File: config.mk
export PLATFORM = sky130hd
export DESIGN_NAME = note_player
export DESIGN_NICKNAME = d
export VERILOG_FILES = /design/src/rtl/note_player_pkg.sv /design/src/rtl/dffr.sv /design/src/rtl/frequency_rom.sv /design/src/rtl/note_player.sv
export SDC_FILE = /design/constraint.sdc
export NUM_CORES = 1
export LEC_CHECK = 0
export CORE_ASPECT_RATIO = 0.75
export CORE_MARGIN = 5
export CORE_UTILIZATION = 64
export DETAILED_ROUTE_END_ITERATION = 10
export GPL_TIMING_DRIVEN = 0
export PLACE_DENSITY_LB_ADDON = 0.15
export SYNTH_ARGS = -nofsm -noshare
export SYNTH_HDL_FRONTEND = slang
export SYNTH_SLANG_ARGS = --single-unit
export TNS_END_PERCENT = 1
File: constraint.sdc
create_clock -name clk -period 9.2 [get_ports clk]
set_input_delay 2.3 -clock clk [delete_from_list [all_inputs] [get_ports clk]]
set_output_delay 2.3 -clock clk [all_outputs]
set_load 0.05 [all_outputs]
File: src/rtl/note_player_pkg.sv
// Shared song-player definitions: FSM encodings, widths and square-wave amplitude.
// Also imported by the upstream song sequencer.
package note_player_pkg;

  typedef enum logic [1:0] {
    ST_IDLE = 2'd0,
    ST_LOAD = 2'd1,
    ST_PLAY = 2'd2,
    ST_DONE = 2'd3
  } player_state_t;

  localparam int NOTE_W   = 6;
  localparam int DUR_W    = 6;
  localparam int ACC_W    = 20;
  localparam int SAMPLE_W = 16;

  localparam logic signed [SAMPLE_W-1:0] AMPLITUDE = 16'sh3FFF;

  // Square wave: positive half while the phase MSB is clear.
  function automatic logic signed [SAMPLE_W-1:0] square_sample(input logic phase_msb);
    return phase_msb ? -AMPLITUDE : AMPLITUDE;
  endfunction

endpackage

File: src/rtl/dffr.sv
// Reset flop primitive, width W, synchronous active-high reset to zero.
// Latency 1 cycle; no flow control.
module dffr #(
  parameter int W = 1
) (
  input  logic         clk,
  input  logic         reset,
  input  logic [W-1:0] d,
  output logic [W-1:0] q
);

  always_ff @(posedge clk) begin
    if (reset) q <= '0;
    else       q <= d;
  end

endmodule

File: src/rtl/frequency_rom.sv
// Note index to 20-bit phase step (note 0 = rest = step 0), equal-tempered, six octaves.
// Registered output, 1-cycle latency; no flow control.
module frequency_rom
  import note_player_pkg::*;
(
  input  logic              clk,
  input  logic              reset,
  input  logic [NOTE_W-1:0] note,
  output logic [ACC_W-1:0]  step_size
);

  logic [NOTE_W-1:0] idx;
  logic [NOTE_W-1:0] octave;
  logic [NOTE_W-1:0] semi;
  logic [ACC_W-1:0]  base;
  logic [ACC_W-1:0]  step_d;

  assign idx    = note - 6'd1;
  assign octave = idx / 6'd12;
  assign semi   = idx % 6'd12;

  // Lowest octave, semitone ratios of 2^(1/12) from 0x4000; higher octaves shift left.
  always_comb begin
    base = 20'h04000;
    case (semi)
      6'd0:  base = 20'h04000;
      6'd1:  base = 20'h043CE;
      6'd2:  base = 20'h047D6;
      6'd3:  base = 20'h04C1C;
      6'd4:  base = 20'h050A3;
      6'd5:  base = 20'h0556E;
      6'd6:  base = 20'h05A83;
      6'd7:  base = 20'h05FE4;
      6'd8:  base = 20'h06598;
      6'd9:  base = 20'h06BA2;
      6'd10: base = 20'h07209;
      6'd11: base = 20'h078D1;
      default: base = 20'h04000;
    endcase
  end

  assign step_d = (note == '0) ? '0 : (base << octave);

  dffr #(.W(ACC_W)) u_step (.clk(clk), .reset(reset), .d(step_d), .q(step_size));

endmodule

File: src/rtl/note_player.sv
// Plays one note at a time as a square wave; IDLE->LOAD->PLAY->DONE, sample 1 cycle after request.
// Upstream waits on player_ready (IDLE only); offers while busy are dropped, not queued.
module note_player
  import note_player_pkg::*;
(
  input  logic                       clk,
  input  logic                       reset,
  input  logic                       play,
  input  logic                       beat,
  input  logic                       new_note,
  input  logic [NOTE_W-1:0]          note,
  input  logic [DUR_W-1:0]           duration,
  input  logic                       generate_next_sample,
  output logic                       player_ready,
  output logic                       note_done,
  output logic signed [SAMPLE_W-1:0] sample_out,
  output logic                       sample_ready
);

  logic [1:0]                 state_bits;
  logic [1:0]                 state_d_bits;
  player_state_t              state;
  player_state_t              state_d;
  logic [NOTE_W-1:0]          note_q, note_d;
  logic [DUR_W-1:0]           cnt_q, cnt_d;
  logic [ACC_W-1:0]           acc_q, acc_d;
  logic [ACC_W-1:0]           step_size;
  logic                       capture, beat_en, phase_en, note_done_d;
  logic signed [SAMPLE_W-1:0] sample_d;

  assign state        = player_state_t'(state_bits);
  assign player_ready = (state == ST_IDLE);
  assign capture      = new_note & player_ready;
  assign beat_en      = beat & play & (state == ST_PLAY) & (cnt_q != '0);
  assign phase_en     = generate_next_sample & play & (state == ST_PLAY);

  always_comb begin
    state_d = state;
    note_d  = note_q;
    cnt_d   = cnt_q;
    acc_d   = acc_q;
    if (capture) begin
      note_d = note;
      cnt_d  = duration;
      acc_d  = '0;
    end
    if (beat_en)  cnt_d = cnt_q - 6'd1;
    if (phase_en) acc_d = acc_q + step_size;
    case (state)
      ST_IDLE: if (capture) state_d = ST_LOAD;
      // LOAD gives the step ROM its cycle; a zero-length note skips PLAY.
      ST_LOAD: state_d = (cnt_q == '0) ? ST_DONE : ST_PLAY;
      ST_PLAY: if (beat_en && cnt_q == 6'd1) state_d = ST_DONE;
      ST_DONE: state_d = ST_IDLE;
      default: state_d = ST_IDLE;
    endcase
  end

  assign state_d_bits = state_d;
  assign note_done_d  = (state_d == ST_DONE);

  // Sample reflects the conditions at request time, so a final-beat request still sounds.
  always_comb begin
    sample_d = '0;
    if (phase_en && note_q != '0) sample_d = square_sample(acc_d[ACC_W-1]);
  end

  frequency_rom u_rom (.clk(clk), .reset(reset), .note(note_q), .step_size(step_size));

  dffr #(.W(2))        u_state (.clk(clk), .reset(reset), .d(state_d_bits), .q(state_bits));
  dffr #(.W(NOTE_W))   u_note  (.clk(clk), .reset(reset), .d(note_d), .q(note_q));
  dffr #(.W(DUR_W))    u_cnt   (.clk(clk), .reset(reset), .d(cnt_d), .q(cnt_q));
  dffr #(.W(ACC_W))    u_acc   (.clk(clk), .reset(reset), .d(acc_d), .q(acc_q));
  dffr #(.W(1))        u_done  (.clk(clk), .reset(reset), .d(note_done_d), .q(note_done));
  dffr #(.W(1))        u_srdy  (.clk(clk), .reset(reset), .d(generate_next_sample), .q(sample_ready));
  dffr #(.W(SAMPLE_W)) u_sout  (.clk(clk), .reset(reset), .d(sample_d), .q(sample_out));

endmodule

==> load_flow_metrics.sql, run 1 <==
INSERT INTO impl_metrics (metric_group, metric, value, unit) VALUES
('synth', 'synth_simple_gate_area_share', '21.81', '%'),
('global_routing', 'antenna_found_initial', '0', ''),
('layout', 'layout_commonest_cell', 'dfxtp_1', ''),
('sta', 'post_route_fraction_of_the_period_consumed_by_the_critical_path', '62.49', '%'),
('sta', 'min_period', '5749', 'ps'),
('route', 'detail_route.drc_violations', '0', ''),
('clock_tree', 'post_cts.repair.setup_buffers', '0', ''),
('synth', 'synth_top_family_by_area', 'compound AO/OA/AOI/OAI gates', ''),
('floorplan', 'floorplan.die_area', '8872', 'um2'),
('layout', 'n_antenna_cell', '0', ''),
('sta', 'hold_violations', '0', ''),
('clock_tree', 'htreeDepth', '3', ''),
('global_routing', 'grt_start_max_net_pins', '14', ''),
('clock_tree', 'clk_root_buffer_cell', 'clkbuf_8', ''),
('placed_design', 'gpl.final_weighted_congestion', '0.9804', ''),
('synth', 'yosys.cell_types.count', '83', ''),
('synth', 'synth_compound_gate_area_share', '28.39', '%'),
('critical_path', 'worst_setup_path_end_kind', 'flop', ''),
('sta', 'max-slew-margin-rel', '47.21', '%'),
('synth', 'synth.mux.area_fraction', '3.151', '%'),
('synth', 'register_bit_count_reported_by_yosys', '59', ''),
('synth', 'avgSynthCellArea', '8.084', 'um2'),
('route', 'postRouteWirelength', '12.10', 'mm'),
('layout', 'layout.cells.most_common_list', 'dfxtp_1, nand2_1, a21oi_1', ''),
('floorplan', 'placementRows', '26', ''),
('global_routing', 'grt_util_all_layers', '27.17', '%'),
('sta', 'tightestPinTransition', '786.2', 'ps'),
('critical_path', 'crit_arrival', '5980', 'ps'),
('critical_path', 'critical_path.max_fanout', '10', ''),
('floorplan', 'coreArea', '6832', 'um2'),
('sta', 'rsz0062_at_grt', 'no', ''),
('clock_tree', 'tritoncts.num_buffers', '9', ''),
('synth', 'synth_fp_nets', '612', ''),
('critical_path', 'cp_slowest_stage_delay', '490', 'ps'),
('route', 'dr.pass1.iters', '6', ''),
('sta', 'fmaxAchievable', '173.9', 'MHz'),
('route', 'drt_first_iter_violations', '447', ''),
('synth', 'adder_cell_share_of_the_synthesized_area', '9.563', '%'),
('sta', 'finalClockSkew', '13.38', 'ps'),
('min_path', 'hold_path_class', 'flop to flop', ''),
('clock_tree', 'clk_pin_slew', '70', 'ps'),
('floorplan', 'horizontal_die_dimension', '107.1', 'um'),
('layout', 'num-nets-final', '659', ''),
('critical_path', 'worst-endpoint-required', '9430', 'ps'),
('floorplan', 'start_util', '66.26', '%'),
('synth', 'post_synth_inst_count', '560', ''),
('placed_design', 'dp_hpwl', '9.050', 'mm'),
('sta', 'aggregate_negative_setup_slack', '0', 'ps'),
('synth', 'synthArstFlopShare', '0', '%'),
('route', 'drtAntennaViolNets', '0', ''),
('global_routing', 'via_count_of_the_first_global_routing_pass', '4080', ''),
('route', 'via_count', '4510', ''),
('sta', 'finalSetupViolations', '0', ''),
('sta', 'report.final.slew_viol_count', '0', ''),
('clock_tree', 'cts_tree', 'yes', ''),
('clock_tree', 'clk_latency', '340', 'ps'),
('route', 'viasPerCell', '6.480', ''),
('synth', 'synth-main-ff-cell', 'dfxtp_1', ''),
('critical_path', 'critical_path.cell_chain', 'buf_2 > inv_1 > ha_1 > buf_4 > or3b_4 > or4b_1 > and3_1 > buf_6 > clkinv_4 > ha_1 > inv_1 > o41a_1 > and2_1 > clkbuf_1 > a221oi_2 > o21ai_1 > or4_1 > nand3_1 > a21oi_1 > nor2_1', ''),
('synth', 'seq_area_frac_synth', '26.09', '%'),
('global_routing', 'grt_pass1_wl', '19.91', 'mm'),
('placed_design', 'buffer_ports.inserted', '36', ''),
('synth', 'number_of_flops_mapped_to_enable_cells_by_yosys', '0', ''),
('global_routing', 'globalRoute.totalOverflow', '0', ''),
('clock_tree', 'clock-sinks', '59', ''),
('route', 'routed_length_per_placed_instance', '17.38', 'um'),
('synth', 'yosys_warnings', '0', ''),
('critical_path', 'worst_path_max_delay_cell', 'o41a_1', ''),
('critical_path', 'path_buf_inv', '7', ''),
('outcome', 'status', 'complete, no violations', ''),
('synth', 'synthXorXnorAreaFrac', '4.063', '%');
[final timing paths]
| path | startpoint | endpoint | cells past startpoint | slack (ps) |
|---|---|---|---|---|
| worst max-delay path | u_note.q[0] | u_rom.u_step.q[2] | 20 | 3450 |
| worst min-delay path | u_acc.q[7] | u_acc.q[7] | 2 | 470 |
| worst max register to register | u_note.q[0] | u_rom.u_step.q[2] | 20 | 3450 |
| worst min register to register | u_acc.q[7] | u_acc.q[7] | 2 | 470 |
[per-layer routing]
layer  track usage [%]  vias up  share of wire (%)
li1                  -     2165                  -
met1             38.66     2089                 45
met2             40.49      239                 43
met3             7.209       17                 10
met4             7.433        0                1.2
met5                 0        -                  0
[registers in the layout, summed over array words and instances, names as in the netlist]
signal	cells
u_srdy.q	1
u_acc.q	20
u_rom.u_step.q	20
u_done.q	1
u_state.q	2
u_note.q	6
u_cnt.q	6
u_sout.q	3
[cells by family (layout without fill, tap and decap cells)]
group,count (synthesis),count (layout)
compound gates,177,177
xor+xnor,21,21
fa+ha+maj,34,34
buf+inv,63,115
flops,59,59
mux,14,14
simple gates,192,192
[cell usage after synthesis, drive strengths merged, types with 3 or more instances]
cell type   n  area, um2
o21ai      24      123.9
and3        7      43.79
a31oi      11      68.82
nand2b      5      31.28
nor2       37      141.4
o211ai      5      51.30
mux2i      12      120.1
nor4        9      68.81
a221oi      5      50.04
or3         5      31.28
nand3      27      135.1
xor2        7      61.31
a22oi       4      35.03
clkbuf     18      67.56
a22o        3      26.28
a21o        8      60.06
nand4       4      25.02
a211oi      8      70.06
dfxtp      59       1181
o221ai      3      43.80
buf        22      155.2
nor2b       5      31.28
o22ai      16      106.4
nand2      57      221.5
and2        8      50.05
o31a        3      26.28
a21oi      52      267.8
o31ai       3      41.29
xnor2      14      122.6
nor3       17      112.6
ha         33      412.9
o32ai       3      26.28
inv        22      82.58
o21a        3      22.52
o21bai      5      37.54
[per-stage QoR]
step                      setup WS (ps)  cells  area (um2)  util (%)
after global placement             3704    680        4992     73.08
after global routing               3261    696        5220     76.41
after detailed placement           3626    680        4992     73.08
final                              3451    696        5220     76.41
after floorplan                    4449    560        4527         -
after CTS                          3589    696        5220     76.41
[area by class of cell]
| class | count | area (um2) |
|---|---|---|
| fillers | 508 | 1612 |
| well taps | 84 | 105.1 |
| clock inverters | 4 | 72.57 |
| flip-flops and latches | 59 | 1181 |
| clock buffers | 12 | 155.1 |
| inverters | 23 | 91.34 |
| plain buffers | 40 | 222.7 |
| repair buffers | 36 | 360.3 |
| multi-input cells | 438 | 3032 |
[tightest hold or removal path, cell delays in order, from the launching register on]
cell and delay, ps:
dfxtp_1 310, nand3_1 60, a21oi_1 50
Power of run 1 is not shown: default switching activity piles up to over one toggle a cycle in this logic, so the estimate is an artifact.
==> run 2, diff against run 1 <==
- CORE_UTILIZATION: 64 -> 59
- clock period: 9.2 -> 5.41 ns (I/O delays scaled with it)
==> run 2 against run 1 <==
- via count is 0.20% higher
- first-iteration DRC count is 13% lower
- sequential share of layout area is 0.27 points lower
- cell count is 2.7% higher
- non-clock buffer count is 2 higher
- utilization is 5.0 points lower
- setup slack worse by 3200 ps
- flip-flop and latch count stayed put
- fmax is 12% higher
- critical path depth is 1 lower
==> load_flow_metrics.sql, run 2 (synthesized netlist as in run 1, its figures left out) <==
INSERT INTO impl_metrics (metric_group, metric, value, unit) VALUES
('route', 'drt_first_iter_violations', '391', ''),
('critical_path', 'timing.critical_path.from', 'u_note.q[0]', ''),
('sta', 'finalClockSkew', '11.21', 'ps'),
('floorplan', 'floorplan.die_area', '9543', 'um2'),
('sta', 'rsz0062_at_grt', 'no', ''),
('global_routing', 'via_count_of_the_first_global_routing_pass', '4323', ''),
('route', 'viasPerCell', '6.320', ''),
('sta', 'min_period', '5146', 'ps'),
('floorplan', 'coreArea', '7398', 'um2'),
('critical_path', 'worst-endpoint-required', '5610', 'ps'),
('critical_path', 'crit_path_start_kind', 'flop', ''),
('placed_design', 'buffer_ports.inserted', '36', ''),
('sta', 'finalSetupViolations', '0', ''),
('clock_tree', 'tritoncts.num_buffers', '9', ''),
('layout', 'n_fill_cell', '569', ''),
('floorplan', 'start_util', '61.19', '%'),
('critical_path', 'worst_path_max_delay_cell', 'o41a_1', ''),
('placed_design', 'gpl.final_weighted_congestion', '0.9468', ''),
('clock_tree', 'clock-sinks', '59', ''),
('clock_tree', 'clk_pin_slew', '70', 'ps'),
('route', 'via_count', '4519', ''),
('critical_path', 'type_of_the_setup_path_with_the_least_slack', 'flop to flop', ''),
('clock_tree', 'clk_latency', '350', 'ps'),
('floorplan', 'horizontal_die_dimension', '111.1', 'um'),
('route', 'detail_route.drc_violations', '0', ''),
('min_path', 'hold_path_class', 'flop to flop', ''),
('sta', 'aggregate_negative_setup_slack', '0', 'ps'),
('sta', 'fmaxAchievable', '194.3', 'MHz'),
('route', 'drtAntennaViolNets', '0', ''),
('critical_path', 'critical_path.max_fanout', '10', ''),
('floorplan', 'placementRows', '27', ''),
('global_routing', 'grt_pass1_wl', '20.64', 'mm'),
('critical_path', 'worst_r2r_dst', 'u_rom.u_step.q[7]', ''),
('sta', 'tightestPinTransition', '798.9', 'ps'),
('layout', 'n_antenna_cell', '0', ''),
('floorplan', 'die_height', '85.86', 'um'),
('layout', 'final_cell_area', '5284', 'um2'),
('critical_path', 'reg2reg_from', 'u_note.q[0]', ''),
('layout', 'layout_commonest_cell', 'dfxtp_1', ''),
('run', 'maxCapViolCount', '0', ''),
('outcome', 'status', 'complete, no violations', ''),
('critical_path', 'cp_slowest_stage_delay', '490', 'ps'),
('layout', 'area.growth.synth_to_final', '16.72', '%'),
('sta', 'post_route_fraction_of_the_period_consumed_by_the_critical_path', '95.12', '%'),
('clock_tree', 'cts_tree', 'yes', ''),
('floorplan', 'io_pins', '37', ''),
('global_routing', 'antenna_found_initial', '0', ''),
('placed_design', 'numPlacedInstances', '697', ''),
('clock_tree', 'clk_root_buffer_cell', 'clkbuf_8', ''),
('placed_design', 'area_after_dpl', '5014', 'um2'),
('sta', 'timing.hold.ws', '473.2', 'ps'),
('critical_path', 'worst-r2r-cell-count', '19', ''),
('sta', 'max-slew-margin-rel', '46.36', '%'),
('critical_path', 'critical_path.cell_chain', 'buf_2 > inv_2 > ha_1 > buf_4 > or3b_4 > or4b_1 > and3_1 > buf_6 > clkinv_4 > ha_4 > inv_1 > o41a_1 > nand2_1 > o21ai_2 > o21ai_1 > nor3_1 > nor4_2 > a22o_1 > o22ai_1', ''),
('layout', 'num-nets-final', '661', ''),
('placed_design', 'dp_hpwl', '9.490', 'mm'),
('global_routing', 'globalRoute.totalOverflow', '0', ''),
('route', 'dr.pass1.iters', '6', ''),
('clock_tree', 'cts_max_path_buffers', '2', ''),
('critical_path', 'worst_setup_path_end_kind', 'flop', ''),
('sta', 'report.final.slew_viol_count', '0', ''),
('layout', 'largest_registers', 'u_acc.q x20, u_rom.u_step.q x20', ''),
('global_routing', 'grt_start_max_net_pins', '14', ''),
('layout', 'final_cell_count_no_fill', '715', ''),
('layout', 'layout.cells.most_common_list', 'dfxtp_1, nand2_1, a21oi_1', ''),
('route', 'postRouteWirelength', '12.44', 'mm'),
('critical_path', 'setup.reg_to_reg.worst_slack', '260', 'ps'),
('clock_tree', 'htreeDepth', '3', ''),
('critical_path', 'crit_arrival', '5350', 'ps'),
('route', 'routed_length_per_placed_instance', '17.40', 'um'),
('critical_path', 'crit_path_end', 'u_rom.u_step.q[7]', ''),
('sta', 'hold_violations', '0', ''),
('global_routing', 'grt_util_all_layers', '26.18', '%'),
('layout', 'drive_gt1_share', '11.73', '%');
run 2: layout make-up:
class | instances | area (um2) | share of cell area [%]
Buffer | 39 | 219.0 | 4.144
Multi-Input combinational cell | 438 | 3089 | 58.47
Tap cell | 101 | 126.4 | 2.392
Clock inverter | 5 | 52.55 | 0.9946
Inverter | 23 | 91.34 | 1.729
Timing Repair Buffer | 39 | 382.9 | 7.246
Clock buffer | 11 | 141.4 | 2.676
Sequential cell | 59 | 1181 | 22.35
run 2: through the flow:
step | utilization (%) | setup WS, ps
after floorplan | - | 659.0
after detailed placement | 67.77 | -219.4
after global placement | 67.77 | -165.5
after CTS | 70.62 | 22.77
final | 71.42 | 264.1
after global routing | 71.42 | 37.52
run 2: routing by layer:
metal	vias up	wire, um	GRT usage, %
met1	2084	5730	35.56
met4	0	245	8.729
li1	2166	-	-
met2	238	5172	40.20
met5	-	0	0
met3	31	1290	7.616
run 2: worst max-delay path, delay by kind of cell (launching register included):
kind            cells  cell delay [ps]
compound gates      5             1450
simple gates        6             1900
buf+inv             6              910
fa+ha+maj           2              350
flops               1              380
run 2: what timing repair did:
item | in CTS | in global routing
hold buffers | 0 | 0
pin swaps | 0 | 5
resized for setup | 3 | 6
setup endpoints to repair | 15 | 19
buffers inserted | 0 | 3
run 2: worst min-delay path by stage:
stage                           start     endpoint  slack (ps)  cells after the start
final                      u_acc.q[3]   u_acc.q[3]         470                      2
after global routing      u_acc.q[17]  u_acc.q[17]         500                      2
after CTS                  u_acc.q[3]   u_acc.q[3]         470                      2
after detailed placement   u_acc.q[3]   u_acc.q[3]         470                      2
after global placement    u_acc.q[10]  u_acc.q[10]         450                      2
after floorplan           u_acc.q[10]  u_acc.q[10]         450                      2
Power of run 2 is left out for the same reason.
==> run 3, diff against run 2 <==
- PLACE_DENSITY: default -> 0.81
- PLACE_DENSITY_LB_ADDON: 0.15 -> default
==> run 3 against run 2 <==
- sequential share of layout area shrank 0.11 points
- hold slack improved by 2.6 ps
- clock-buffer cell count up 1
- first-iteration DRC count is 20% higher
- fmax shrank 1.3%
- cell count is 0.14% higher
- global-route usage down 0.56 points
- routed wire length fell by 0.96%
- setup slack got worse by 70 ps
- non-clock buffer count rose by 1
- register-to-register slack got worse by 70 ps
- critical path type unchanged
- critical endpoint is now u_rom.u_step.q[2]
==> load_flow_metrics.sql, run 3 (synthesized netlist as in run 1, its figures left out) <==
INSERT INTO impl_metrics (metric_group, metric, value, unit) VALUES
('outcome', 'status', 'complete, no violations', ''),
('floorplan', 'placementRows', '27', ''),
('clock_tree', 'clk_latency', '330', 'ps'),
('sta', 'max-slew-margin-rel', '49.43', '%'),
('global_routing', 'grt_start_max_net_pins', '14', ''),
('floorplan', 'die_height', '85.86', 'um'),
('route', 'postRouteWirelength', '12.32', 'mm'),
('clock_tree', 'clk_root_buffer_cell', 'clkbuf_8', ''),
('route', 'routed_length_per_placed_instance', '17.21', 'um'),
('placed_design', 'dp_hpwl', '9.141', 'mm'),
('layout', 'area.growth.synth_to_final', '17.30', '%'),
('global_routing', 'groute.layer.met3.usage', '5.148', '%'),
('critical_path', 'worst_setup_path_end_kind', 'flop', ''),
('clock_tree', 'clock-sinks', '59', ''),
('sta', 'min_period', '5215', 'ps'),
('clock_tree', 'clk_pin_slew', '70', 'ps'),
('global_routing', 'grt.met2_usage', '41.41', '%'),
('floorplan', 'horizontal_die_dimension', '111.1', 'um'),
('placed_design', 'buffer_ports.inserted', '36', ''),
('sta', 'finalClockSkew', '10.98', 'ps'),
('layout', 'n_fill_cell', '580', ''),
('route', 'drt_first_iter_violations', '471', ''),
('layout', 'largest_registers', 'u_acc.q x20, u_rom.u_step.q x20', ''),
('layout', 'drive_gt1_share', '12.03', '%'),
('layout', 'n_antenna_cell', '0', ''),
('clock_tree', 'cts_hold_buf', '0', ''),
('placed_design', 'gpl.final_weighted_congestion', '0.9516', ''),
('sta', 'fmaxAchievable', '191.7', 'MHz'),
('global_routing', 'global_route.usage.met1', '35.28', '%'),
('layout', 'final-seq-area', '1181', 'um2'),
('global_routing', 'globalRoute.totalOverflow', '0', ''),
('sta', 'tightestPinTransition', '753.1', 'ps'),
('global_routing', 'grt_busiest_layer', 'met2', ''),
('route', 'drtAntennaViolNets', '0', ''),
('clock_tree', 'cts_tree', 'yes', ''),
('global_routing', 'grt_pass1_wl', '20.38', 'mm'),
('clock_tree', 'htreeDepth', '3', ''),
('global_routing', 'via_count_of_the_first_global_routing_pass', '4197', ''),
('layout', 'multi_input_gate_area_in_the_final_layout', '3083', 'um2'),
('layout', 'final_cell_count_no_fill', '716', ''),
('critical_path', 'crit_arrival', '5440', 'ps'),
('critical_path', 'worst-endpoint-required', '5630', 'ps'),
('global_routing', 'antenna_found_initial', '0', ''),
('clock_tree', 'tritoncts.num_buffers', '9', ''),
('clock_tree', 'cts_max_path_buffers', '2', ''),
('sta', 'report.final.slew_viol_count', '0', ''),
('sta', 'finalSetupViolations', '0', ''),
('route', 'detail_route.drc_violations', '0', ''),
('floorplan', 'coreArea', '7398', 'um2'),
('floorplan', 'io_pins', '37', ''),
('critical_path', 'type_of_the_setup_path_with_the_least_slack', 'flop to flop', ''),
('critical_path', 'crit_path_start_kind', 'flop', ''),
('critical_path', 'critical_path.max_fanout', '10', ''),
('layout', 'layout_commonest_cell', 'dfxtp_1', ''),
('layout', 'num-nets-final', '662', ''),
('route', 'dr.pass1.iters', '5', ''),
('sta', 'hold_violations', '0', ''),
('sta', 'timing.hold.ws', '475.8', 'ps'),
('route', 'viasPerCell', '6.381', ''),
('floorplan', 'floorplan.die_area', '9543', 'um2'),
('placed_design', 'numPlacedInstances', '697', ''),
('run', 'maxCapViolCount', '0', ''),
('sta', 'post_route_fraction_of_the_period_consumed_by_the_critical_path', '96.40', '%'),
('min_path', 'hold_path_class', 'flop to flop', ''),
('route', 'via_count', '4569', ''),
('floorplan', 'start_util', '61.19', '%'),
('layout', 'layout.cells.most_common_list', 'dfxtp_1, nand2_1, a21oi_1', ''),
('global_routing', 'grt_util_all_layers', '25.62', '%');
-- run 3: path summary, 6_finish.rpt --
check                                 start                 to  slack, ps  depth (start not counted)
worst max-delay path            u_note.q[0]  u_rom.u_step.q[2]        190                         19
worst min-delay path             u_acc.q[3]         u_acc.q[3]        480                          2
worst max register to register  u_note.q[0]  u_rom.u_step.q[2]        190                         19
worst min register to register   u_acc.q[3]         u_acc.q[3]        480                          2
-- run 3: cell type report --
cell class                      instances  share of cell area [%]
Multi-Input combinational cell        438                   58.06
Tap cell                              101                   2.380
Clock buffer                           12                   2.733
Inverter                               23                   1.720
Clock inverter                          4                   1.390
Buffer                                 39                   4.123
Sequential cell                        59                   22.24
Timing Repair Buffer                   40                   7.352
-- run 3: what timing repair did --
item,4_1_cts,5_1_grt
gates resized for setup,2,8
pin swaps,0,3
setup endpoints to repair,6,18
setup buffers,0,4
-- run 3: critical path: stages (launching register included) --
cell and delay, ps:
dfxtp_1 380, buf_2 230, inv_2 130, ha_1 150
buf_4 160, or3b_4 430, or4b_1 460, and3_1 220
buf_6 150, clkinv_4 60, ha_2 290, inv_1 170
o41a_1 490, and2_2 300, o31ai_4 290, nand2_4 150
or4_1 530, nand3_1 140, a21oi_1 110, nor2_1 270
-- run 3: metrics by stage --
stage	area (um2)	utilization [%]	setup WS [ps]	setup TNS (ps)
2_1_floorplan	4527	-	659.0	0
3_3_place_gp	5014	67.77	-96.01	-217.7
3_5_place_dp	5014	67.77	-83.49	-203.6
4_1_cts	5241	70.84	53.19	0
5_1_grt	5310	71.77	-3.481	-3.481
6_report	5310	71.77	194.6	0
-- run 3: layer usage --
layer  part of all wire (%)  vias up  routed length (um)
li1                       -     2163                   -
met1                     46     2106                5632
met2                     43      267                5323
met3                    9.4       33                1164
met4                    1.6        0                 201
met5                      0        -                   0
Power of run 3 is left out for the same reason.
